[src/rtl/marker_detect_pkg.sv]
// Shared types and helpers for the marker_detect pixel path.
package marker_detect_pkg;

    localparam int DEFAULT_COLOUR_DEPTH = 8;

    typedef logic [3*DEFAULT_COLOUR_DEPTH-1:0] rgb_t;
    typedef logic [2:0]                        compressed_t;

    localparam logic ARB_IDLE = 1'b0;
    localparam logic ARB_FEED = 1'b1;

    function automatic int src_idx_w(input int n);
        return (n > 1) ? $clog2(n) : 1;
    endfunction

endpackage

[src/rtl/rr_pick.sv]
// Combinational round-robin picker: the first requester after `last`, wrapping around,
// so `last` itself only wins when it is the sole requester.
module rr_pick #(
    parameter int N = 4,
    parameter int W = (N > 1) ? $clog2(N) : 1
) (
    input  logic [N-1:0] req,
    input  logic [W-1:0] last,
    output logic         valid,
    output logic [W-1:0] idx
);

    int           cand;
    logic [N-1:0] shifted;

    // Walk candidates from farthest to nearest so the nearest requester overwrites the rest.
    always_comb begin
        valid   = |req;
        idx     = '0;
        cand    = 0;
        shifted = '0;
        for (int k = N; k >= 1; k--) begin
            cand    = (int'(last) + k) % N;
            shifted = req >> cand;
            if (shifted[0]) begin
                idx = W'(cand);
            end
        end
    end

endmodule

[src/rtl/rgb_compress_arbiter.sv]
// Time-shares one rgb_compress among NUM_SOURCES pixel streams, one AVERAGE_OVER-pixel
// group per grant, and tags each compressed result with the source that produced it.
module rgb_compress_arbiter
    import marker_detect_pkg::*;
#(
    parameter int NUM_SOURCES      = 7,
    parameter int COLOUR_DEPTH     = 8,
    parameter int AVERAGE_OVER     = 3,
    parameter int COMPRESS_LATENCY = 1
) (
    input  logic                                  clk_in,
    input  logic                                  rst_in,
    input  logic [NUM_SOURCES-1:0]                req_in,
    input  logic [NUM_SOURCES*3*COLOUR_DEPTH-1:0] rgb_in,
    output logic [NUM_SOURCES-1:0]                pop_out,
    output logic [3*COLOUR_DEPTH-1:0]             comp_rgb_out,
    output logic                                  comp_valid_out,
    output logic                                  comp_start_out,
    input  logic [2:0]                            comp_result_in,
    output logic [2:0]                            result_out,
    output logic                                  result_valid_out,
    output logic [$clog2(NUM_SOURCES)-1:0]        result_src_out,
    output logic                                  busy_out
);

    localparam int RGB_W  = 3 * COLOUR_DEPTH;
    localparam int IDX_W  = src_idx_w(NUM_SOURCES);
    localparam int BEAT_W = src_idx_w(AVERAGE_OVER);
    localparam int TAG_W  = COMPRESS_LATENCY * IDX_W;

    logic                        state;
    logic [IDX_W-1:0]            grant;
    logic [IDX_W-1:0]            last_grant;
    logic [IDX_W-1:0]            pick_last;
    logic [IDX_W-1:0]            pick_idx;
    logic                        pick_valid;
    logic [BEAT_W-1:0]           beat;
    logic                        last_beat;
    logic [COMPRESS_LATENCY-1:0] tag_valid;
    logic [TAG_W-1:0]            tag_idx;
    logic [NUM_SOURCES*RGB_W-1:0] rgb_shifted;
    compressed_t                 result_q;

    // A back-to-back pick must treat the source finishing now as the one just served.
    assign pick_last = (state == ARB_FEED) ? grant : last_grant;
    assign last_beat = (state == ARB_FEED) && (beat == BEAT_W'(AVERAGE_OVER - 1));

    rr_pick #(
        .N (NUM_SOURCES),
        .W (IDX_W)
    ) u_pick (
        .req   (req_in),
        .last  (pick_last),
        .valid (pick_valid),
        .idx   (pick_idx)
    );

    always_comb begin
        pop_out        = '0;
        comp_valid_out = 1'b0;
        comp_start_out = 1'b0;
        rgb_shifted    = rgb_in;
        if (state == ARB_FEED) begin
            pop_out        = {{(NUM_SOURCES-1){1'b0}}, 1'b1} << grant;
            comp_valid_out = 1'b1;
            comp_start_out = (beat == '0);
            rgb_shifted    = rgb_in >> (int'(grant) * RGB_W);
        end
        comp_rgb_out = rgb_shifted[RGB_W-1:0];
    end

    always_ff @(posedge clk_in) begin
        if (rst_in) begin
            state      <= ARB_IDLE;
            beat       <= '0;
            grant      <= '0;
            last_grant <= IDX_W'(NUM_SOURCES - 1);
        end else if (state == ARB_IDLE) begin
            if (pick_valid) begin
                grant <= pick_idx;
                beat  <= '0;
                state <= ARB_FEED;
            end
        end else if (last_beat) begin
            last_grant <= grant;
            beat       <= '0;
            if (pick_valid) begin
                grant <= pick_idx;
            end else begin
                state <= ARB_IDLE;
            end
        end else begin
            beat <= beat + 1'b1;
        end
    end

    // The tag pipeline mirrors the compressor latency so each result meets its source index.
    always_ff @(posedge clk_in) begin
        if (rst_in) begin
            tag_valid        <= '0;
            tag_idx          <= '0;
            result_q         <= '0;
            result_src_out   <= '0;
            result_valid_out <= 1'b0;
        end else begin
            tag_valid        <= (tag_valid << 1) | COMPRESS_LATENCY'(last_beat);
            tag_idx          <= (tag_idx << IDX_W) | TAG_W'(grant);
            result_valid_out <= tag_valid[COMPRESS_LATENCY-1];
            if (tag_valid[COMPRESS_LATENCY-1]) begin
                result_q       <= comp_result_in;
                result_src_out <= tag_idx[TAG_W-1 -: IDX_W];
            end
        end
    end

    assign result_out = result_q;
    assign busy_out   = (state != ARB_IDLE) || (|tag_valid);

endmodule
[config.mk]
export PLATFORM = sky130hd
export DESIGN_NAME = rgb_compress_arbiter
export DESIGN_NICKNAME = d
export VERILOG_FILES = /design/src/rtl/marker_detect_pkg.sv /design/src/rtl/rr_pick.sv /design/src/rtl/rgb_compress_arbiter.sv
export SDC_FILE = /design/constraint.sdc
export NUM_CORES = 1
export LEC_CHECK = 0
export ABC_AREA = 1
export CAP_MARGIN = 20
export CORE_MARGIN = 2
export CORE_UTILIZATION = 60
export CTS_CLUSTER_DIAMETER = 200
export CTS_CLUSTER_SIZE = 40
export DETAILED_ROUTE_END_ITERATION = 7
export DONT_BUFFER_PORTS = 1
export PLACE_DENSITY = 0.87
export SETUP_SLACK_MARGIN = 0.05
export SLEW_MARGIN = 20
export SYNTH_ARGS = -nofsm -noshare
export SYNTH_HDL_FRONTEND = slang
export SYNTH_HIERARCHICAL = 1
export SYNTH_SLANG_ARGS = --single-unit
export TNS_END_PERCENT = 5
[constraint.sdc]
create_clock -name clk_in -period 12 [get_ports clk_in]
set_input_delay 3.6 -clock clk_in [delete_from_list [all_inputs] [get_ports clk_in]]
set_output_delay 3.6 -clock clk_in [all_outputs]
set_load 0.05 [all_outputs]
* After elaboration in Yosys (flattened, before gate mapping) *
Index checks and enable logic that the tools add are counted.

word-level totals
  input port bits = 180
  logic and storage cells = 63
  output and inout bits = 41
  register bits after elaboration = 20

cells by class
  shift-type cells = 9
  multiply operators = 1
  multiplexer cells = 21
  add/subtract/negate cells = 8
  equal/unequal tests = 2
  div/mod/pow operators = 7
  reductions and logical operators = 6

operators by type and width
  cell                     number
  $mod A32 B4 Y32 const B  7
  $shr A7 B32 Y1           7
  $shr A168 B8 Y24         1
  $mux W3                  11
  $mux W24                 1
  $add A3 B3 Y4 const B    4
  $add A3 B2 Y4 const B    2
  $mux W7                  1
  $reduce_or A7 Y1         1
  $shl A1 B3 Y7 const A    1
  $mux W2                  3
  $mul A3 B2 Y5 const B    1
  $mux W1                  5
  $add A3 B1 Y4 const B    1
  $add A2 B1 Y2 const B    1
  $eq A2 B2 Y1 const B     1
  $logic_not A2 Y1         1
  $ne A2 B1 Y1 const B     1
  $reduce_and A2 Y1        1
  $reduce_bool A2 Y1       1
  $logic_and A1 B1 Y1      1
  $logic_or A1 B1 Y1       1

* Logic depth before layout (Yosys ltp) *
  word-level depth = 14
  mapped depth = 36
  mapped depth without buffers = 34

* Modules after synthesis *
Netlist, hierarchy kept.

by module, submodules not included
  module                area an instance (um2)  times used  seq. area each (um2)  cells an instance
  rr_pick               2565.0                  1           0.0                   475
  rgb_compress_arbiter  2549.9                  1           400.4                 522

* Least setup slack after synthesis *
OpenSTA, ideal clock, no wires.

  path kind = input port to output port
  start = input rgb_in[93]
  end = output comp_rgb_out[21]
  required time = 8.400 ns
  arrival time = 4.202 ns
  slack = 4.198 ns
  stages = 6
  path buffers = 0
  cell sequence = nand2_1 -> nand2_1 -> nand2_1 -> nand2_1 -> nand2_1 -> nand3_1

on the way
  longest elaborated chain between the ends = 2

ends and longest elaborated chain
  what              RTL line                    source
  start, declared   rgb_compress_arbiter.sv:14  input logic [NUM_SOURCES*3*COLOUR_DEPTH-1:0] rgb_in,
  $shr A168 B8 Y24  rgb_compress_arbiter.sv:67  rgb_shifted = rgb_in >> (int'(grant) * RGB_W);
  $mux W24          rgb_compress_arbiter.sv:63  if (state == ARB_FEED) begin
  end, declared     rgb_compress_arbiter.sv:16  output logic [3*COLOUR_DEPTH-1:0] comp_rgb_out,

No other way between the ends.

* Worst setup path after layout *
  start = input rgb_in[87]
  end = output comp_rgb_out[15]

The elaborated chain is that of the path after synthesis.

==> insert_results.sql <==
INSERT INTO impl_metrics (metric_group, metric, value, unit) VALUES
('run', 'maxCapViolations', '0', ''),
('setup_path', 'worst-endpoint-required', '8400', 'ps'),
('synthesis', 'synth_enable_flop_cells', '0', ''),
('synthesis', 'post_synth_instance_area', '5110', 'sq um'),
('floorplan', 'area_of_the_core_region', '8260', 'sq um'),
('floorplan', 'design.die.area', '9280', 'sq um'),
('drt', '1st_iter_drt_viols', '698', ''),
('status', 'outcome', 'finished, final reports clean', ''),
('cells_and_area', 'final_layout_size_suffix_gt1_share', '7.45', '%'),
('clocking', 'cts-root-to-sink-buffers', '2', ''),
('timing', 'finalWorstPathRequiredPeriod', '8010', 'ps'),
('floorplan', 'chipHeight', '96.3', 'um'),
('global_routing', 'grt_overflow_total', '0', ''),
('drt', 'detail_route.wl_per_cell', '15.6', 'um'),
('drt', 'drt_first_pass_iters', '5', ''),
('setup_path', 'worstPathArrival', '4410', 'ps'),
('synthesis', 'dominantRegCellSynth', 'dfxtp_1', ''),
('min_path', 'hold_path.startpoint', 'beat[0]', ''),
('setup_path', 'crit_path_frequent_cell', 'nand2_1', ''),
('global_routing', 'vias_in_the_first_global_route', '5002', ''),
('synthesis', 'synth_seq_cells', '20', ''),
('drt', 'final_antenna_net_count', '0', ''),
('setup_path', 'worst_setup_path_end_kind', 'output port', ''),
('clocking', 'clock_latency', '250', 'ps'),
('setup_path', 'timing_worst_setup_path_type', 'in -> out', ''),
('floorplan', 'die_w', '96.3', 'um'),
('global_routing', 'track_usage', '31.9', '%'),
('setup_path', 'cp-startpoint', 'rgb_in[87]', ''),
('drt', 'remaining_drc_errors', '0', ''),
('setup_path', 'path_max_fanout', '1', ''),
('power_and_ir_drop', 'p_total', '1.39', 'mW'),
('min_path', 'worstHoldEndpoint', 'beat[0]', ''),
('setup_path', 'timing.critical_path.cells', 'nand3_1 -> nand4_1 -> nand2_1 -> nand2_1', ''),
('setup_path', 'crit_path_max_incr_delay', '380', 'ps'),
('floorplan', 'top_level_ports', '221', ''),
('clocking', 'cts_post_setup_buffers_inserted', '0', ''),
('timing', 'setup_repair_after_global_routing_missed_its_margin', 'false', ''),
('synthesis', 'synth.largest_area_cell', 'nand2_1', ''),
('synthesis', 'mappedNetlistNets', '1206', ''),
('placed_design', 'gp_congestion', '1.03', ''),
('clocking', 'tritoncts_buffers', '3', ''),
('timing', 'final.setup.tns', '0', 'ps'),
('floorplan', 'floorplan.rows', '33', ''),
('setup_path', 'crit_path_top_delay_cell', 'nand2_1', ''),
('clocking', 'post_cts_resized', '0', ''),
('floorplan', 'floorplan.initialDensity', '61.9', '%'),
('timing', 'setup_violations', '0', ''),
('global_routing', 'wire_length_of_the_first_global_routing_pass', '23400', 'um'),
('placed_design', 'dp_hpwl', '13200', 'um'),
('power_and_ir_drop', 'vdd.ir_drop.worst', '0.000190', 'V'),
('clocking', 'numClockSinks', '20', ''),
('placed_design', 'io_buffer_count', '0', ''),
('global_routing', 'antenna_found_initial', '2', ''),
('synthesis', 'ys_types', '48', ''),
('timing', 'slew_viol_final', '0', ''),
('drt', 'vias', '6343', ''),
('setup_path', 'r2r-end', 'grant[2]', ''),
('synthesis', 'synth_sequential_area_ratio', '7.83', '%'),
('global_routing', 'grt_max_degree', '62', ''),
('power_and_ir_drop', 'total_leakage_power', '2.83', 'nW'),
('timing', 'worst_slack', '3990', 'ps'),
('synthesis', 'post_synth.cell_area_avg', '5.13', 'sq um'),
('min_path', 'hold_path_depth', '2', ''),
('synthesis', 'postSynth.asyncResetShare', '0', '%'),
('timing', 'hold_violations_final', '0', ''),
('synthesis', 'post-synth-top-count-cell', 'nand2_1', ''),
('clocking', 'path_clk_slew', '70', 'ps'),
('cells_and_area', 'filler_instances', '824', ''),
('synthesis', 'synth.area.top_cells', 'nand2_1, nand3_1, dfxtp_1', ''),
('cells_and_area', 'flow.area_growth_from_synthesis', '0.294', '%'),
('min_path', 'hold_crit_path_type', 'reg -> reg', '');
[stage by stage]
stage	instances	area (sq um)
after floorplan	997	5110
after global placement	1068	5070
after detailed placement	1068	5070
after CTS	1072	5120
after global routing	1074	5130
final	1074	5130
[power by group]
group          leakage, nW  switching (mW)  internal [mW]
registers            0.164         0.00888         0.0757
clock network       0.0288          0.0210         0.0292
logic                 2.64           0.903          0.355
[how the worst max path moves through the flow]
| stage | end | depth (start not counted) |
|---|---|---|
| finish | comp_rgb_out[15] | 4 |
| detailed placement | comp_rgb_out[15] | 4 |
| global placement | comp_rgb_out[15] | 4 |
| global route | comp_rgb_out[19] | 6 |
| CTS | comp_rgb_out[15] | 4 |
| floorplan | comp_rgb_out[21] | 6 |
[kinds of logic (layout without fill, tap and decap cells)]
kind of cell | Yosys count | count (layout) | share of synthesized area [%]
XOR/XNOR | 9 | 9 | 2.57
AND/OR/NAND/NOR | 720 | 720 | 61.1
buffers and inverters | 138 | 108 | 11.7
flip-flops | 20 | 20 | 7.83
AO/OA/AOI/OAI | 81 | 81 | 9.52
other | 0 | 2 | 0
adder cells (fa/ha/maj) | 29 | 29 | 7.24
[critical path: cells and delay by family]
kind | cells | cell delay, ps
simple gates | 4 | 810
[flip-flops by register name, indices dropped and copies added, names as in the netlist]
register	flops
last_grant	3
tag_idx	3
beat	2
result_valid_out	1
result_src_out	3
result_out	3
tag_valid	1
state	1
grant	3
[cells in the final DEF (no fill, tap or decap), types with 3 or more instances in the layout]
master	n
o21ai_0	32
nand2_1	437
o21ai_2	5
o211ai_1	6
buf_4	6
nor2_1	66
a21oi_1	15
nand3_2	6
o21ai_1	8
nor2_4	6
inv_1	87
nand2_4	5
ha_1	28
nand2_2	18
dfxtp_1	18
clkinv_1	3
nand3_1	156
clkbuf_8	4
nand4_1	13
xor2_1	4
inv_2	6
nor3_1	4
nor2_2	5
[routing by layer]
layer / share of wire, % / vias up / wire [um] / global-route usage, %
met2: 46 / 367 / 7670 / 52.9
met1: 39 / 2786 / 6600 / 41.2
met4: 4.5 / 0 / 755 / 13.7
met3: 10 / 63 / 1690 / 4.46
met5: 0 / - / 0 / 0
li1: - / 3127 / - / -
[cell type report]
cell class              count  area (sq um)  share of cell area [%]
repair buffers              6          45.0                   0.878
diodes                      2          5.00                  0.0976
inverters                  98           373                    7.27
flip-flops and latches     20           403                    7.85
well taps                 105           131                    2.56
multi-input cells         839          4120                    80.3
clock buffers               4          55.1                    1.07
(Power assumes the default switching activity.)
